`config.mk`:
```
export PLATFORM = sky130hd
export DESIGN_NAME = rc4_key_scheduler
export DESIGN_NICKNAME = d
export VERILOG_FILES = /design/src/rtl/rc4_key_scheduler.sv
export SDC_FILE = /design/constraint.sdc
export NUM_CORES = 1
export LEC_CHECK = 0
export ABC_CLOCK_PERIOD_IN_PS = 25800
export BUFFER_PORTS_ARGS = -buffer_cell sky130_fd_sc_hd__buf_2
export CAP_MARGIN = 20
export CELL_PAD_IN_SITES_DETAIL_PLACEMENT = 0
export CELL_PAD_IN_SITES_GLOBAL_PLACEMENT = 1
export CORE_AREA = 2 2 314 316
export CTS_CLUSTER_DIAMETER = 60
export DETAILED_ROUTE_END_ITERATION = 6
export DIE_AREA = 0 0 316 318
export PLACE_DENSITY_LB_ADDON = 0.15
export SLEW_MARGIN = 20
export SYNTH_ARGS = -nofsm -noshare
export SYNTH_HDL_FRONTEND = slang
export SYNTH_SLANG_ARGS = --single-unit
```
`constraint.sdc`:
```
create_clock -name clk -period 25.8 [get_ports clk]
set_clock_uncertainty 0.1 [all_clocks]
set_input_delay 1.29 -clock clk [delete_from_list [all_inputs] [get_ports clk]]
set_output_delay 1.29 -clock clk [all_outputs]
set_load 0.05 [all_outputs]
```
`src/rtl/rc4_key_scheduler.sv`:
```
// Parallel RC4 key-search controller: deals consecutive 24-bit keys to a pool of
// decrypt engines, latches the first matching key/plaintext and drives the draw handshake.
module rc4_key_scheduler #(
  parameter int          NUM_ENGINES = 4,
  parameter logic [23:0] KEY_START   = 24'h000000,
  parameter logic [23:0] KEY_LAST    = 24'hFFFFFF
) (
  input  logic                       clk,
  input  logic                       reset,
  input  logic                       start,
  output logic [NUM_ENGINES-1:0]     eng_enable,
  output logic [24*NUM_ENGINES-1:0]  eng_key,
  input  logic [NUM_ENGINES-1:0]     eng_done,
  input  logic [NUM_ENGINES-1:0]     eng_match,
  input  logic [128*NUM_ENGINES-1:0] eng_plaintext,
  output logic [15:0]                key_display,
  output logic                       stopwatch_run,
  output logic                       draw_plaintext,
  input  logic                       done_drawing_plaintext,
  output logic [127:0]               plaintext_to_draw,
  output logic [23:0]                found_key,
  output logic                       found,
  output logic                       exhausted
);

  typedef enum logic [2:0] {
    IDLE      = 3'd0,
    RUN       = 3'd1,
    DRAW      = 3'd2,
    DONE      = 3'd3,
    EXHAUSTED = 3'd4
  } state_t;

  // One spare bit keeps the counter from wrapping when KEY_LAST is 24'hFFFFFF.
  localparam logic [24:0] KEY_START_EXT = {1'b0, KEY_START};
  localparam logic [24:0] KEY_LAST_EXT  = {1'b0, KEY_LAST};

  state_t                  state_r;
  logic [24:0]             next_key_r;
  logic [NUM_ENGINES-1:0]  enable_prev_r;

  logic                    keys_left_s;
  logic [NUM_ENGINES-1:0]  disp_oh_s;
  logic [NUM_ENGINES-1:0]  retire_s;
  logic                    win_s;
  logic [23:0]             win_key_s;
  logic [127:0]            win_pt_s;

  assign key_display = next_key_r[23:8];

  // Pick the lowest idle slot for dispatch and the lowest matching engine as winner.
  always_comb begin
    keys_left_s = (next_key_r <= KEY_LAST_EXT);
    disp_oh_s   = {NUM_ENGINES{1'b0}};
    retire_s    = {NUM_ENGINES{1'b0}};
    win_s       = 1'b0;
    win_key_s   = 24'h000000;
    win_pt_s    = 128'h0;
    for (int i = NUM_ENGINES - 1; i >= 0; i--) begin
      // A slot needs a full idle cycle (enable low now and last cycle) before reuse.
      if (keys_left_s && !eng_enable[i] && !enable_prev_r[i]) begin
        disp_oh_s    = {NUM_ENGINES{1'b0}};
        disp_oh_s[i] = 1'b1;
      end else begin
        disp_oh_s = disp_oh_s;
      end
      retire_s[i] = eng_enable[i] & eng_done[i] & ~eng_match[i];
      if (eng_enable[i] && eng_done[i] && eng_match[i]) begin
        win_s     = 1'b1;
        win_key_s = eng_key[24*i +: 24];
        win_pt_s  = eng_plaintext[128*i +: 128];
      end else begin
        win_s = win_s;
      end
    end
  end

  // Search FSM with registered engine controls, result latches and status flags.
  always_ff @(posedge clk or posedge reset) begin
    if (reset) begin
      state_r           <= IDLE;
      next_key_r        <= KEY_START_EXT;
      enable_prev_r     <= {NUM_ENGINES{1'b0}};
      eng_enable        <= {NUM_ENGINES{1'b0}};
      eng_key           <= {(24*NUM_ENGINES){1'b0}};
      plaintext_to_draw <= 128'h0;
      found_key         <= 24'h000000;
      stopwatch_run     <= 1'b0;
      draw_plaintext    <= 1'b0;
      found             <= 1'b0;
      exhausted         <= 1'b0;
    end else begin
      enable_prev_r <= eng_enable;
      case (state_r)
        IDLE, DONE, EXHAUSTED: begin
          if (start) begin
            state_r           <= RUN;
            next_key_r        <= KEY_START_EXT;
            found_key         <= 24'h000000;
            plaintext_to_draw <= 128'h0;
            stopwatch_run     <= 1'b1;
            draw_plaintext    <= 1'b0;
            found             <= 1'b0;
            exhausted         <= 1'b0;
          end
        end
        RUN: begin
          if (win_s) begin
            state_r           <= DRAW;
            found_key         <= win_key_s;
            plaintext_to_draw <= win_pt_s;
            eng_enable        <= {NUM_ENGINES{1'b0}};
            stopwatch_run     <= 1'b0;
            draw_plaintext    <= 1'b1;
            found             <= 1'b1;
          end else if (!keys_left_s && (eng_enable == {NUM_ENGINES{1'b0}})) begin
            state_r       <= EXHAUSTED;
            stopwatch_run <= 1'b0;
            exhausted     <= 1'b1;
          end else begin
            eng_enable <= (eng_enable & ~retire_s) | disp_oh_s;
            for (int i = 0; i < NUM_ENGINES; i++) begin
              if (disp_oh_s[i]) begin
                eng_key[24*i +: 24] <= next_key_r[23:0];
              end
            end
            if (disp_oh_s != {NUM_ENGINES{1'b0}}) begin
              next_key_r <= next_key_r + 25'd1;
            end
          end
        end
        DRAW: begin
          if (done_drawing_plaintext) begin
            state_r        <= DONE;
            draw_plaintext <= 1'b0;
          end
        end
        default: begin
          state_r        <= IDLE;
          eng_enable     <= {NUM_ENGINES{1'b0}};
          stopwatch_run  <= 1'b0;
          draw_plaintext <= 1'b0;
          found          <= 1'b0;
          exhausted      <= 1'b0;
        end
      endcase
    end
  end

endmodule

```
==> results.toml, run 1 <==
[hold_path]
holdPathStages = 2
worstHoldPathType = "reg2reg"

[timing]
period_share_pct = 16.8
fmax_ghz = 0.231
slew_headroom_pct = 32.2
worst_pin_slew_ps = 1020
rsz0062_at_grt = "no"
setup_viol = 0
tns_ps = 0
final_max_slew_viol_count = 0
period_minus_slack_ps = 4330
hold_viol_final = 0
setup_ws_ps = 21470

[global_routing]
grt_max_degree = 126
overflow = 0
grt_pass1_wl_mm = 124
gr-usage-all-layers_pct = 16.9
antenna_found_initial = 20
grt_pass1_vias = 15987

[clock_tree]
clkSinkCount = 288
cts_max_level = 2
clk_pin_slew_ps = 50
clk_latency_ps = 610
clock_path_buffers = 3
root_buffer = "clkbuf_16"
cts_resized = 0
cts.hold.buffers_added = 0
cts_buffers = 50
cts_tree = "built"
cts_setup_buffers = 0

[floorplanning]
design.die.area_sq_um = 100000
coreArea_sq_um = 97400
fp.dieH_um = 318
start_util_pct = 15.0
die_w_um = 316
fp-row-count = 115
ios = 796

[placement]
post-place-ws_ps = 20740
dp.cells = 3304
place.gp.congestion = 0.866
io_buffer_count = 795
dpl.hpwl_mm = 65.2

[flow_run]
cap_viol_max_count = 0

[synthesis]
yosysWarnings = 0
syn-num-nets = 1892
synthTopCellsByCount = "dfrtp_1, nand2_1, o21ai_0"
synth-seq-area-share_pct = 49.4
synth_cell_types = 59
synth_mux_area_share_pct = 9.15
synthesis.area_sq_um = 14600
yosys.area.top_type = "dfrtp_1"
syn-instance-count = 1367
synth-xor-area-share_pct = 0
ys_ff_latch = 288
synth-compound-area-share_pct = 27.4
synth_edf_count = 0
synth-async-reset-ratio_pct = 100
yosys.area_share.adder_pct = 0.0857
synth_top_family_by_area = "compound AO/OA/AOI/OAI gates"
synth_area_leaders = "dfrtp_1, a221oi_1, o221ai_1"
synth_area_per_cell_sq_um = 10.7
synth_simple_gate_area_share_pct = 8.05
synth_top_area_share_pct = 49.4
yosysMostFrequentCell = "dfrtp_1"
synthFlopType = "dfrtp_1"

[worst_setup_path]
startpoint_type = "input port"
critical_path_class = "in2reg"
reg2regPathDepth = 6
worst-path-max-fanout = 51
crit_required_ps = 26150
arrival_ps = 4680
endpoint_kind = "flip-flop"

[cells_and_area]
nets = 2595
drive_gt1_share_pct = 48.2
area_growth_pct = 45.9
fillers = 10725
fin_cells = 3407

[route]
drt_iter0_drc = 987
wl_mm = 88.7
via_count = 15436
wl_per_cell_um = 26.0
vias_per_cell = 4.53
route.detailed.drc = 0
dr.pass1.iters = 5
ant_nets = 0

[power]
p_per_area_nw_per_um2 = 126
peakVddDrop_v = 0.0000766
leakagePower_nw = 10.2

[run_status]
status = "complete, no violations"
-- layer usage --
metal | global-route usage (%) | routed length, um | share of wire [%]
met1 | 21.1 | 36800 | 42
met2 | 28.8 | 43900 | 50
met3 | 3.87 | 5840 | 6.6
met4 | 5.10 | 2000 | 2.3
met5 | 0 | 78 | 0.088
-- stage by stage --
step	area (sq um)	utilization (%)	power [W]	hold WS, ps
after global routing	21300	21.9	0.00283	396
after floorplan	14600	-	0.00157	424
after global placement	19600	20.1	0.00204	357
final	21300	21.9	0.00268	373
after detailed placement	19600	20.1	0.00204	366
after CTS	21300	21.8	0.00273	378
-- state kept, by name (all words and copies together) (netlist names), 3 cells and up --
register,cells
plaintext_to_draw,128
eng_enable,4
next_key_r,25
found_key,24
eng_key,96
enable_prev_r,4
state_r,3
-- layout make-up --
cell class              count  area (sq um)  area share (%)
diodes                     11          27.5           0.129
clock inverters            23           263            1.23
repair buffers            820          4180            19.6
inverters                  13          56.3           0.264
well taps                1287          1610            7.56
multi-input cells         897          6570            30.9
clock buffers              68          1380            6.47
flip-flops and latches    288          7210            33.8
-- power breakdown --
| part | total (W) | internal (W) | leakage, nW | switching [W] |
|---|---|---|---|---|
| Sequential | 0.000701 | 0.000584 | 3.85 | 0.000117 |
| Combinational | 0.00131 | 0.000337 | 5.53 | 0.000976 |
| Clock | 0.000666 | 0.000408 | 0.799 | 0.000258 |
| Total | 0.00268 | 0.00133 | 10.2 | 0.00135 |
-- kinds of logic (layout without fill, tap and decap cells) --
logic type / count (synthesis) / count (layout)
adder cells (fa/ha/maj): 1 / 1
other: 0 / 11
buffers and inverters: 182 / 924
AND/OR/NAND/NOR: 254 / 254
multiplexers: 100 / 100
AO/OA/AOI/OAI: 542 / 542
flip-flops: 288 / 288
-- worst max-delay path, cell delays in order --
cell     delay [ps]
buf_2           120
nand3_4          70
buf_4           580
nand4_1         560
nor2_2          590
nand4_4         850
mux2_4          580
-- worst paths after layout --
check	from	to	slack (ps)
worst max register to register	state_r[0]	plaintext_to_draw[15]	21720
min in group asynchronous	reset	eng_key[45]	720
max in group asynchronous	reset	plaintext_to_draw[96]	23440
worst min register to register	found_key[21]	found_key[21]	370
worst max-delay path	eng_match[0]	eng_key[71]	21470
worst min-delay path	found_key[21]	found_key[21]	370
-- placed cells by master (no fill, tap or decap), drive strengths merged, types with 3 or more instances in the layout --
| cell type | synthesis | layout |
|---|---|---|
| a31oi | 29 | 29 |
| nor2 | 17 | 17 |
| o21ai | 170 | 170 |
| nor3 | 5 | 5 |
| dfrtp | 288 | 288 |
| bufinv | 0 | 3 |
| and2 | 4 | 4 |
| and3 | 4 | 4 |
| nand2 | 175 | 175 |
| a221oi | 152 | 152 |
| nand3 | 19 | 19 |
| mux2 | 96 | 96 |
| and4 | 6 | 6 |
| nand4 | 9 | 9 |
| a21oi | 10 | 10 |
| diode | 0 | 11 |
| buf | 50 | 820 |
| clkinv | 0 | 13 |
| mux2i | 4 | 4 |
| o21a | 3 | 3 |
| inv | 13 | 18 |
| nand2b | 5 | 5 |
| o221ai | 152 | 152 |
| clkbuf | 119 | 68 |
Note: power is estimated with default switching activity, not from simulation.
==> run 2, diff against run 1 <==
--- a/config.mk
+++ b/config.mk
@@ -5,7 +5,7 @@
 export SDC_FILE = /design/constraint.sdc
 export NUM_CORES = 1
 export LEC_CHECK = 0
-export ABC_CLOCK_PERIOD_IN_PS = 25800
+export ABC_CLOCK_PERIOD_IN_PS = 4270
 export BUFFER_PORTS_ARGS = -buffer_cell sky130_fd_sc_hd__buf_2
 export CAP_MARGIN = 20
 export CELL_PAD_IN_SITES_DETAIL_PLACEMENT = 0
==> constraint.sdc (replaced) <==
create_clock -name clk -period 4.27 [get_ports clk]
set_clock_uncertainty 0.1 [all_clocks]
set_input_delay 0.2135 -clock clk [delete_from_list [all_inputs] [get_ports clk]]
set_output_delay 0.2135 -clock clk [all_outputs]
set_load 0.05 [all_outputs]
==> run 2 against run 1 <==
Final cell count rose by 11%. Register-to-register slack worse by 21000 ps. Sequential power grew to 6.0 times the previous value. Via count is 11% higher. Flip-flop and latch count unchanged. Critical path type is now reg2reg. First-iteration DRC count grew 16%. Non-clock buffer count rose by 392.
==> results.toml, run 2 (same netlist as run 1, synthesis figures left out) <==
[run_status]
status = "complete, no violations"

[timing]
worst_pin_slew_ps = 976
period_share_pct = 87.3
slew_headroom_pct = 34.9
final_max_slew_viol_count = 0
hold_viol_final = 0
fmax_ghz = 0.268
period_minus_slack_ps = 3730
hold_ws_ps = 63.6
tns_ps = 0
setup_viol = 0
rsz0062_at_grt = "no"

[placement]
place.gp.congestion = 0.886
io_buffer_count = 795
dpl.hpwl_mm = 66.7

[global_routing]
grt_pass1_wl_mm = 130
gr-usage-all-layers_pct = 17.4
grt_pass1_vias = 17790
overflow = 0
antenna_found_initial = 23
grt_max_degree = 153

[floorplanning]
die_w_um = 316
design.die.area_sq_um = 100000
fp-row-count = 115
start_util_pct = 15.0
fp.dieH_um = 318
coreArea_sq_um = 97400
ios = 796

[clock_tree]
clk_pin_slew_ps = 60
cts_max_level = 2
cts.hold.buffers_added = 390
cts_buffers = 47
root_buffer = "clkbuf_16"
clock_path_buffers = 3
cts_setup_buffers = 0
clkSinkCount = 288
clk_latency_ps = 590
cts_resized = 0
cts_tree = "built"

[cells_and_area]
final_cell_mix = "buf_2, dlygate4sd3_1, dfrtp_1"
area_growth_pct = 73.7
reg_top3 = "plaintext_to_draw x128, eng_key x96, next_key_r x25"
regMostFlops = "plaintext_to_draw"
drive_gt1_share_pct = 40.7
fillers = 10626
largest_reg_flops = 128
nets = 2984
layout_commonest_cell = "buf_2"

[worst_setup_path]
worstPathCellList = "nand3_4, buf_4, buf_4, o221ai_1, dlygate4sd3_1, o21ai_0, dlygate4sd3_1"
crit_required_ps = 4680
path_delay_family = "buffers and inverters"
path_buf_inv = 4
arrival_ps = 4130
endpoint_kind = "flip-flop"
worst-path-max-fanout = 69
critical_path_class = "reg2reg"
cpPeakStageDelay_ps = 740
startpoint_type = "flip-flop"
cp_slowest_cell = "buf_4"

[flow_run]
cap_viol_max_count = 0

[route]
vias_per_cell = 4.53
wl_mm = 91.0
via_count = 17172
drt_iter0_drc = 1147
wl_per_cell_um = 24.0
ant_nets = 0
dr.pass1.iters = 5
route.detailed.drc = 0

[power]
p_per_area_nw_per_um2 = 704
peakVddDrop_v = 0.000520
leakagePower_nw = 11.8

[hold_path]
worstHoldPathType = "in2reg"
run 2: cell count changes in the layout (fill, tap and decap cells not counted), sizes merged, moves of 3 or more:
cell / change
diode: +3
clkbuf: -10
dlygate4sd3: +390
inv: -4
bufinv: +4
run 2: layout make-up:
| cell class | count | area, sq um | share of cell area, % |
|---|---|---|---|
| antenna | 14 | 35.0 | 0.138 |
| multi-input combinational | 897 | 6570 | 25.9 |
| clock buffer | 58 | 1280 | 5.04 |
| sequential | 288 | 7210 | 28.4 |
| clock inverter | 23 | 345 | 1.36 |
| tap | 1287 | 1610 | 6.35 |
| inverter | 13 | 52.6 | 0.207 |
| timing repair buffer | 1212 | 8250 | 32.5 |
run 2: metal layers:
| layer | part of all wire (%) | vias to the layer above | wire (um) | track usage, % |
|---|---|---|---|---|
| li1 | - | 7610 | - | - |
| met1 | 42 | 8751 | 38400 | 22.2 |
| met2 | 49 | 693 | 44600 | 29.7 |
| met3 | 6.9 | 112 | 6270 | 3.88 |
| met4 | 1.8 | 6 | 1640 | 4.24 |
| met5 | 0.043 | - | 39 | 0 |
run 2: tightest hold or removal path, stage by stage:
cell      delay, ps
buf_2            80
o221ai_1        190
o21ai_0         210
run 2: report_power, final:
group	switching (W)	total (W)	internal, W
clock network	0.00149	0.00404	0.00255
registers	0.000716	0.00424	0.00353
logic	0.00611	0.00955	0.00344
total	0.00832	0.0178	0.00951
run 2: final timing paths:
path | start | endpoint | slack [ps] | cells past startpoint
max in group asynchronous | reset | plaintext_to_draw[62] | 2880 | 4
hold / removal | eng_plaintext[255] | plaintext_to_draw[127] | 60 | 3
setup reg to reg | eng_enable[0] | plaintext_to_draw[59] | 540 | 7
hold reg to reg | plaintext_to_draw[127] | plaintext_to_draw[127] | 370 | 2
setup / recovery | eng_enable[0] | plaintext_to_draw[59] | 540 | 7
min in group asynchronous | reset | found_key[19] | 150 | 3
run 2: stage by stage:
step / power (W) / util [%] / setup slack, ps / std cells / cell area (sq um)
final: 0.0178 / 26.0 / 544 / 3792 / 25300
after floorplan: 0.00948 / - / 137 / 1367 / 14600
after global routing: 0.0189 / 26.0 / 376 / 3789 / 25300
after CTS: 0.0181 / 26.0 / 556 / 3778 / 25300
after detailed placement: 0.0124 / 20.3 / 843 / 3307 / 19800
after global placement: 0.0124 / 20.3 / 945 / 3307 / 19800
==> run 3, diff against run 2 <==
--- a/config.mk
+++ b/config.mk
@@ -11,6 +11,7 @@
 export CELL_PAD_IN_SITES_DETAIL_PLACEMENT = 0
 export CELL_PAD_IN_SITES_GLOBAL_PLACEMENT = 1
 export CORE_AREA = 2 2 314 316
+export CTS_BUF_LIST = sky130_fd_sc_hd__clkbuf_16
 export CTS_CLUSTER_DIAMETER = 60
 export DETAILED_ROUTE_END_ITERATION = 6
 export DIE_AREA = 0 0 316 318
==> run 3 against run 2 <==
Clock power shrank 2%. Global-route usage is the same. Wire length grew 0.25%. Largest cell class unchanged.
==> results.toml, run 3 (same netlist as run 1, synthesis figures left out) <==
[run_status]
status = "complete, no violations"

[route]
dr.pass1.iters = 5
ant_nets = 0
via_count = 17191
drt_iter0_drc = 1212
route.detailed.drc = 0
wl_mm = 91.3
vias_per_cell = 4.54
wl_per_cell_um = 24.1

[placement]
place.gp.congestion = 0.886
dpl-instance-area_sq_um = 19800
io_buffer_count = 795
post-place-ws_ps = 843
dpl.hpwl_mm = 66.7

[worst_setup_path]
startpoint_type = "flip-flop"
arrival_ps = 4150
critical_path_class = "reg2reg"
worst-path-max-fanout = 69
critPathLaunch = "eng_enable[0]"
r2r-start = "eng_enable[0]"
endpoint_kind = "flip-flop"
crit_required_ps = 4680

[floorplanning]
fp.dieH_um = 318
coreArea_sq_um = 97400
ios = 796
fp-row-count = 115
design.die.area_sq_um = 100000
start_util_pct = 15.0
die_w_um = 316

[timing]
final_max_slew_viol_count = 0
setup_viol = 0
slew_headroom_pct = 33.6
hold_ws_ps = 53.7
period_minus_slack_ps = 3750
worst_pin_slew_ps = 996
setup_ws_ps = 525
rsz0062_at_grt = "no"
period_share_pct = 87.7
hold_viol_final = 0
tns_ps = 0
fmax_ghz = 0.267

[global_routing]
overflow = 0
gr-usage-all-layers_pct = 17.4
antenna_found_initial = 23
grt_pass1_wl_mm = 130
grt_max_degree = 153
grt_pass1_vias = 17797

[clock_tree]
cts_tree = "built"
root_buffer = "clkbuf_16"
cts_setup_buffers = 0
cts_max_level = 2
cts_resized = 0
cts.hold.buffers_added = 390
clk_pin_slew_ps = 60
clkSinkCount = 288
cts_buffers = 47
clk_latency_ps = 590
clock_path_buffers = 3

[hold_path]
worstHoldPathType = "in2reg"
worstHoldStart = "eng_plaintext[255]"

[power]
p_per_area_nw_per_um2 = 702
leakagePower_nw = 11.8
peakVddDrop_v = 0.000524

[cells_and_area]
regMostFlops = "plaintext_to_draw"
largest_reg_flops = 128
nets = 2984
final_cell_mix = "buf_2, dlygate4sd3_1, dfrtp_1"
area_growth_pct = 73.4
final_area_sq_um = 25300
reg_top3 = "plaintext_to_draw x128, eng_key x96, next_key_r x25"
layout_commonest_cell = "buf_2"
drive_gt1_share_pct = 40.5

[flow_run]
cap_viol_max_count = 0
-- run 3: where the power goes --
part | total (W) | switching (W) | internal [W]
combinational | 0.00956 | 0.00612 | 0.00344
sequential | 0.00424 | 0.000716 | 0.00353
clock | 0.00395 | 0.00149 | 0.00246
total | 0.0178 | 0.00833 | 0.00943
-- run 3: path summary, 6_finish.rpt --
kind	slack, ps	endpoint	cells after the start
setup / recovery	520	plaintext_to_draw[59]	7
hold reg to reg	370	plaintext_to_draw[127]	2
setup reg to reg	520	plaintext_to_draw[59]	7
max in group asynchronous	2870	plaintext_to_draw[62]	4
min in group asynchronous	150	found_key[19]	3
hold / removal	50	plaintext_to_draw[127]	3
-- run 3: through the flow --
step / power, W / util (%) / std cells
floorplan: 0.00948 / - / 1367
global placement: 0.0124 / 20.3 / 3307
detailed placement: 0.0124 / 20.3 / 3307
CTS: 0.0180 / 25.9 / 3778
global route: 0.0188 / 26.0 / 3789
finish: 0.0178 / 26.0 / 3790
-- run 3: worst max-delay path, cell delays in order, from the launching register on --
cell and delay [ps]:
dfrtp_1 460, nand3_4 300, buf_4 380, buf_4 750, o221ai_1 190, dlygate4sd3_1 600, o21ai_0 160, dlygate4sd3_1 580
-- run 3: cell type report --
cell class	instances	area [sq um]
timing repair buffer	1212	8250
inverter	13	52.6
antenna	12	30.0
clock buffer	48	1200
sequential	288	7210
multi-input combinational	897	6570
clock inverter	33	383
tap	1287	1610
fill	10632	72100
-- run 3: metal layers --
| layer | up-vias | GRT usage (%) | wire length (um) |
|---|---|---|---|
| li1 | 7605 | - | - |
| met1 | 8763 | 22.2 | 38400 |
| met2 | 694 | 29.7 | 44700 |
| met3 | 121 | 3.88 | 6430 |
| met4 | 8 | 4.24 | 1670 |
| met5 | - | 0 | 53 |
